==> src/rtl/codificador_instruccion_pkg.sv <==
// Shared types and constants for the RV32I instruction encoder (package codif_pkg).
// The optional U/J support is enabled in the design by defining CODIF_UJ_EN.
package codif_pkg;

  typedef enum logic [2:0] {
    FMT_R = 3'd0,
    FMT_I = 3'd1,
    FMT_S = 3'd2,
    FMT_B = 3'd3,
    FMT_U = 3'd4,
    FMT_J = 3'd5
  } fmt_e;

  localparam logic [31:0] OPC_NOP = 32'h00000013;

  localparam int IMM12_MIN = -2048;
  localparam int IMM12_MAX = 2047;
  localparam int IMM13_MIN = -4096;
  localparam int IMM13_MAX = 4094;
  localparam int IMM21_MIN = -1048576;
  localparam int IMM21_MAX = 1048574;

  // fmt is kept as raw bits because codes 6 and 7 must travel through S1 to be flagged
  typedef struct packed {
    logic [2:0]  fmt;
    logic [6:0]  opcode;
    logic [2:0]  funct3;
    logic [6:0]  funct7;
    logic [4:0]  rd;
    logic [4:0]  rs1;
    logic [4:0]  rs2;
    logic [31:0] imm;
  } campos_t;

  function automatic logic en_rango(input logic signed [31:0] v, input int lo, input int hi);
    return (v >= lo) && (v <= hi);
  endfunction

endpackage

==> src/rtl/codificador_instruccion_empaquetador_imm.sv <==
// Combinational immediate placer: scatters imm bits into their RV32I slots and flags
// out-of-range/misaligned immediates or unsupported formats. U/J enabled by CODIF_UJ_EN.
module empaquetador_imm
  import codif_pkg::*;
(
  input  logic [2:0]  i_fmt,
  input  logic [31:0] i_imm,
  output logic [31:0] o_imm_bits,
  output logic        o_err_imm,
  output logic        o_err_fmt
);

  logic signed [31:0] w_imm_s;

  assign w_imm_s = i_imm;

  // Out-of-range immediates still get their truncated bits packed; only the flag changes
  always_comb begin
    o_imm_bits = '0;
    o_err_imm  = 1'b0;
    o_err_fmt  = 1'b0;
    case (i_fmt)
      FMT_R: ;
      FMT_I: begin
        o_imm_bits[31:20] = i_imm[11:0];
        o_err_imm         = !en_rango(w_imm_s, IMM12_MIN, IMM12_MAX);
      end
      FMT_S: begin
        o_imm_bits[31:25] = i_imm[11:5];
        o_imm_bits[11:7]  = i_imm[4:0];
        o_err_imm         = !en_rango(w_imm_s, IMM12_MIN, IMM12_MAX);
      end
      FMT_B: begin
        o_imm_bits[31:25] = {i_imm[12], i_imm[10:5]};
        o_imm_bits[11:7]  = {i_imm[4:1], i_imm[11]};
        o_err_imm         = !en_rango(w_imm_s, IMM13_MIN, IMM13_MAX) || i_imm[0];
      end
`ifdef CODIF_UJ_EN
      FMT_U: begin
        o_imm_bits[31:12] = i_imm[31:12];
        o_err_imm         = |i_imm[11:0];
      end
      FMT_J: begin
        o_imm_bits[31:12] = {i_imm[20], i_imm[10:1], i_imm[11], i_imm[19:12]};
        o_err_imm         = !en_rango(w_imm_s, IMM21_MIN, IMM21_MAX) || i_imm[0];
      end
`endif
      default: o_err_fmt = 1'b1;
    endcase
  end

endmodule

==> src/rtl/codificador_instruccion.sv <==
// Two-stage RV32I instruction encoder feeding IMEM over valid/ready with a running byte
// address. Define CODIF_UJ_EN to encode U and J formats; otherwise they emit NOP + err_fmt.
module codificador_instruccion
  import codif_pkg::*;
#(
  parameter int          ADDR_W    = 10,
  parameter int unsigned BASE_ADDR = 0
) (
  input  logic              clk,
  input  logic              rst,
  input  logic              clr,
  input  logic              in_valid,
  output logic              in_ready,
  input  logic [2:0]        in_fmt,
  input  logic [6:0]        in_opcode,
  input  logic [2:0]        in_funct3,
  input  logic [6:0]        in_funct7,
  input  logic [4:0]        in_rd,
  input  logic [4:0]        in_rs1,
  input  logic [4:0]        in_rs2,
  input  logic [31:0]       in_imm,
  output logic              out_valid,
  input  logic              out_ready,
  output logic [31:0]       instruccion,
  output logic [ADDR_W-1:0] direccion,
  output logic              err_imm,
  output logic              err_fmt,
  output logic              err_sticky
);

  localparam logic [ADDR_W-1:0] DIR_BASE = ADDR_W'(BASE_ADDR);
  localparam logic [ADDR_W-1:0] DIR_PASO = ADDR_W'(4);

  logic              r_s1_v;
  campos_t           r_s1;
  logic              r_out_valid;
  logic [31:0]       r_instruccion;
  logic [ADDR_W-1:0] r_direccion;
  logic              r_err_imm;
  logic              r_err_fmt;
  logic              r_err_sticky;

  logic              w_s2_load;
  logic [31:0]       w_imm_bits;
  logic              w_err_imm;
  logic              w_err_fmt;
  logic [31:0]       w_campos;
  logic [31:0]       w_palabra;

  assign w_s2_load   = !r_out_valid || out_ready;
  assign in_ready    = !r_s1_v || w_s2_load;
  assign out_valid   = r_out_valid;
  assign instruccion = r_instruccion;
  assign direccion   = r_direccion;
  assign err_imm     = r_err_imm;
  assign err_fmt     = r_err_fmt;
  assign err_sticky  = r_err_sticky;

  empaquetador_imm u_empaquetador (
    .i_fmt      (r_s1.fmt),
    .i_imm      (r_s1.imm),
    .o_imm_bits (w_imm_bits),
    .o_err_imm  (w_err_imm),
    .o_err_fmt  (w_err_fmt)
  );

  // Register fields per format; an illegal format overrides the whole word with NOP
  always_comb begin
    w_campos = '0;
    case (r_s1.fmt)
      FMT_R:        w_campos = {r_s1.funct7, r_s1.rs2, r_s1.rs1, r_s1.funct3, r_s1.rd, r_s1.opcode};
      FMT_I:        w_campos = {12'b0, r_s1.rs1, r_s1.funct3, r_s1.rd, r_s1.opcode};
      FMT_S, FMT_B: w_campos = {7'b0, r_s1.rs2, r_s1.rs1, r_s1.funct3, 5'b0, r_s1.opcode};
      FMT_U, FMT_J: w_campos = {20'b0, r_s1.rd, r_s1.opcode};
      default:      w_campos = '0;
    endcase
    w_palabra = w_err_fmt ? OPC_NOP : (w_campos | w_imm_bits);
  end

  // clr beats any handshake on the same edge, so a dropped word never advances direccion
  always_ff @(posedge clk or posedge rst) begin
    if (rst) begin
      r_s1_v        <= 1'b0;
      r_s1          <= '0;
      r_out_valid   <= 1'b0;
      r_instruccion <= '0;
      r_direccion   <= DIR_BASE;
      r_err_imm     <= 1'b0;
      r_err_fmt     <= 1'b0;
      r_err_sticky  <= 1'b0;
    end else if (clr) begin
      r_s1_v       <= 1'b0;
      r_out_valid  <= 1'b0;
      r_direccion  <= DIR_BASE;
      r_err_sticky <= 1'b0;
    end else begin
      if (in_ready) begin
        r_s1_v <= in_valid;
        if (in_valid) begin
          r_s1 <= '{fmt: in_fmt, opcode: in_opcode, funct3: in_funct3, funct7: in_funct7,
                    rd: in_rd, rs1: in_rs1, rs2: in_rs2, imm: in_imm};
        end
      end
      if (w_s2_load) begin
        r_out_valid <= r_s1_v;
        if (r_s1_v) begin
          r_instruccion <= w_palabra;
          r_err_imm     <= w_err_imm;
          r_err_fmt     <= w_err_fmt;
        end
      end
      if (r_out_valid && out_ready) begin
        r_direccion  <= r_direccion + DIR_PASO;
        r_err_sticky <= r_err_sticky | r_err_imm | r_err_fmt;
      end
    end
  end

endmodule

==> config.mk <==
export PLATFORM = sky130hd
export DESIGN_NAME = codificador_instruccion
export DESIGN_NICKNAME = d
export VERILOG_FILES = /design/src/rtl/codificador_instruccion_pkg.sv /design/src/rtl/codificador_instruccion_empaquetador_imm.sv /design/src/rtl/codificador_instruccion.sv
export SDC_FILE = /design/constraint.sdc
export NUM_CORES = 1
export LEC_CHECK = 0
export ABC_AREA = 0
export CORE_MARGIN = 4
export CORE_UTILIZATION = 50
export CTS_BUF_LIST = sky130_fd_sc_hd__clkbuf_4 sky130_fd_sc_hd__clkbuf_8
export CTS_CLUSTER_SIZE = 25
export DETAILED_ROUTE_END_ITERATION = 8
export PLACE_DENSITY = 0.84
export SKIP_LAST_GASP = 1
export SLEW_MARGIN = 40
export SYNTH_ARGS = -nofsm -noshare
export SYNTH_HDL_FRONTEND = slang
export SYNTH_SLANG_ARGS = --single-unit
==> constraint.sdc <==
create_clock -name clk -period 5.3 [get_ports clk]
set_input_delay 1.06 -clock clk [delete_from_list [all_inputs] [get_ports clk]]
set_output_delay 1.06 -clock clk [all_outputs]
set_load 0.01 [all_outputs]
==> impl_results.md <==
* Outcome: completed
* CTS root buf: clkbuf_8
* Ys flop type: dfrtp_1
* Starting Density at approximately half
* Number of flops mapped to enable cells by yosys at 0
* WL met3 at 379 um
* Avg WL per Cell at 16.6 um
* Max Clock Freq at 300 MHz
* Setup TNS at 0 ps
* 1st-pass router iterations at 4
* Largest net degree at the start of global routing at 81
* Worst-Margin Slew at around 750 ps
* Share of cells above drive strength 1 at around a fifth
* Worst EP arrival at between 2000 and 2500 ps
* Drt total wl at 9770 um
* Hold Crit Depth at 1
* Worst hold start: instruccion[31]$_DFFE_PP0P_
* Vias at 3088
* Layout Nets at 547
* Clock Sinks at 112
* Vias/cell at 5.23
* Total die area at 11100 sq um
* Relative slew margins at 49.7%
* DIE HEIGHT at roughly 110 um
* CTS Buf Count at 9
* Top routing layer in use: met4
* Initial antenna violation count at 0
* CTS tree: done
* ANT nets after route at 0
* Htree depth at 3
* Fin Clk Skew at 12.7 ps
* P&R area growth vs syn at 29.2%
* Worst path required time at 4240 ps
* Core ar. at 9200 sq um
* Non-Filler Instances at 590
* GR Overflow Total at 0
* CTS Hold Bufs at 0
* Most common cell after layout, fill and taps aside: clkdlybuf4s50_1
* Placed insts at 574
* Post-DP Area at 5890 sq um
* Final GP Congestion at around 0.73
* Setup violators final at 0
* Post-Syn Area at between 4000 and 5000 sq um
* Leading cell types in the layout, fill and taps excluded: clkdlybuf4s50_1, dfrtp_1, mux2_2, nand2_1
* Setup Fix Bufs, Post-CTS at 0
* Unique cell type count in the Yosys netlist at 41
* Final period util at 62.9%
* Maximum vdd drop at 0.182 mV
* Clock Path Buffers at 2
* Asr flop ratio synth at 100%
* Initial DRC Count at 114
* Sequential area share after synthesis at between 50% and 60%
* Global-route wire length before repair at 16000 um
* Worst R2R Start: out_valid$_DFFE_PP0P_
* Pwr dens at between 300 and 400 nW/um^2
* Clk_lat worst skew at approximately 370 ps
* Post-cts sizing count at 0
* Max_cap viols at 0
* Syn_area_per_cell at 12.9 sq um
* Row Count at 35
* Mapped Cells at 367
* Power consumption at around 0.002 W
* Number of remaining DRC errors at 0
* HPWL after detailed placement at between 6000 and 7000 um
* Final Hold Viols at 0
* Ant diodes at 0
* Crit. Startpoint: out_ready
* Vias in the first global route at 3253
* FF+latch count, synth at 112
* Filler cell count at 697
* Maximum fanout along the worst path at 4
* RSZ-0062 raised after global routing: false
* Total GRT Usage at 18.0%
* Synth area leader: dfrtp_1
* Die width at around 110 um
* Design Area, Final at 6090 sq um
* Critical path startpoint category: input port
* Clock transition at path regs at around 100 ps
* Dominant cells by area after synthesis: dfrtp_1, mux2_2, mux2i_1, nand2_1, nand2b_1
* Metal2 WL at 4930 um
* Nature of the critical path endpoint: output port
* Ports at around 120
* YS warnings at 0
* Max Slew Vio Count at 0
* R2R depth at 4
* Synth top area share at 59.4%
* PortBufs at ~120
* Final min period at 3340 ps
* Hold Path Class: reg -> reg
* Setup CP Type: in -> out
* DRT met1 WL at 4300 um
* Leak at around 2.6 nW
-- metal layers --
metal	up-vias	global-route usage, %
li1	1488	-
met1	1506	22.9
met2	80	30.8
met3	14	2.84
met4	0	6.84
met5	-	0
-- cells in the mapped netlist (2+ instances only) --
cell type / n
and3_1: 2
buf_4: 3
o21ai_1: 10
o2111ai_1: 2
nor2_1: 18
nand2b_1: 13
mux2i_1: 18
o21ai_0: 16
xor2_1: 6
inv_1: 2
dfrtp_1: 112
buf_2: 8
nand2_1: 36
mux2_2: 68
nor4_1: 3
a21oi_1: 2
buf_6: 6
nand4_1: 7
o21ai_2: 2
xnor2_1: 2
o31ai_2: 2
clkbuf_1: 5
nand3_1: 4
o31ai_1: 3
-- metrics by stage --
step	setup WS (ps)	util [%]	hold slack (ps)
3_5_place_dp	1930	64.0	477
5_1_grt	1910	66.3	517
2_1_floorplan	1280	-	471
4_1_cts	1950	66.2	502
6_report	1960	66.3	501
3_3_place_gp	1990	64.0	460
-- layout make-up --
class / instances / area [sq um] / area share, %
clock buffer: 9 / 124 / 2.03
clock inverter: 7 / 76.3 / 1.25
inverter: 2 / 12.5 / 0.205
multi-input combinational: 231 / 1760 / 28.9
sequential: 112 / 2800 / 46.0
tap: 111 / 139 / 2.28
timing repair buffer: 118 / 1180 / 19.4
-- worst max-delay path: stages --
cell and delay (ps):
clkdlybuf4s50_1 520, nor2b_4 70, nand2_1 90, clkdlybuf4s50_1 540
-- registers in the layout, indices dropped and copies added, names as in the netlist --
register	count
r_s1	67
instruccion	32
direccion	8
err_fmt	1
err_imm	1
err_sticky	1
out_valid	1
r_s1_v	1
-- power breakdown --
| part | total, W | internal [W] | switching [W] |
|---|---|---|---|
| combinational | 0.000448 | 0.000273 | 0.000175 |
| sequential | 0.00110 | 0.000993 | 0.000104 |
| clock | 0.000498 | 0.000186 | 0.000313 |
| total | 0.00204 | 0.00145 | 0.000591 |
-- cell families (layout without fill, tap and decap cells) --
kind of cell    count (synthesis)  after routing  synth area share (%)
compound gates                 41             41                  5.52
buf+inv                        25            136                  3.39
simple gates                   93             93                  9.81
mux                            86             86                  20.0
other cells                     1              2                0.0795
fa+ha+maj                       1              1                 0.265
xor+xnor                        8              8                  1.49
flops                         112            112                  59.4
-- worst paths after layout --
| check | to | slack [ps] |
|---|---|---|
| max | in_ready | 1960 |
| min | instruccion[31]$_DFFE_PP0P_ | 500 |
| max reg2reg | instruccion[30]$_DFFE_PP0P_ | 3280 |
| min reg2reg | instruccion[31]$_DFFE_PP0P_ | 500 |
| max in group asynchronous | r_s1[66]$_DFFE_PP0P_ | 3180 |
| min in group asynchronous | r_s1[52]$_DFFE_PP0P_ | 1170 |
Power figures use the tool's default switching activity.
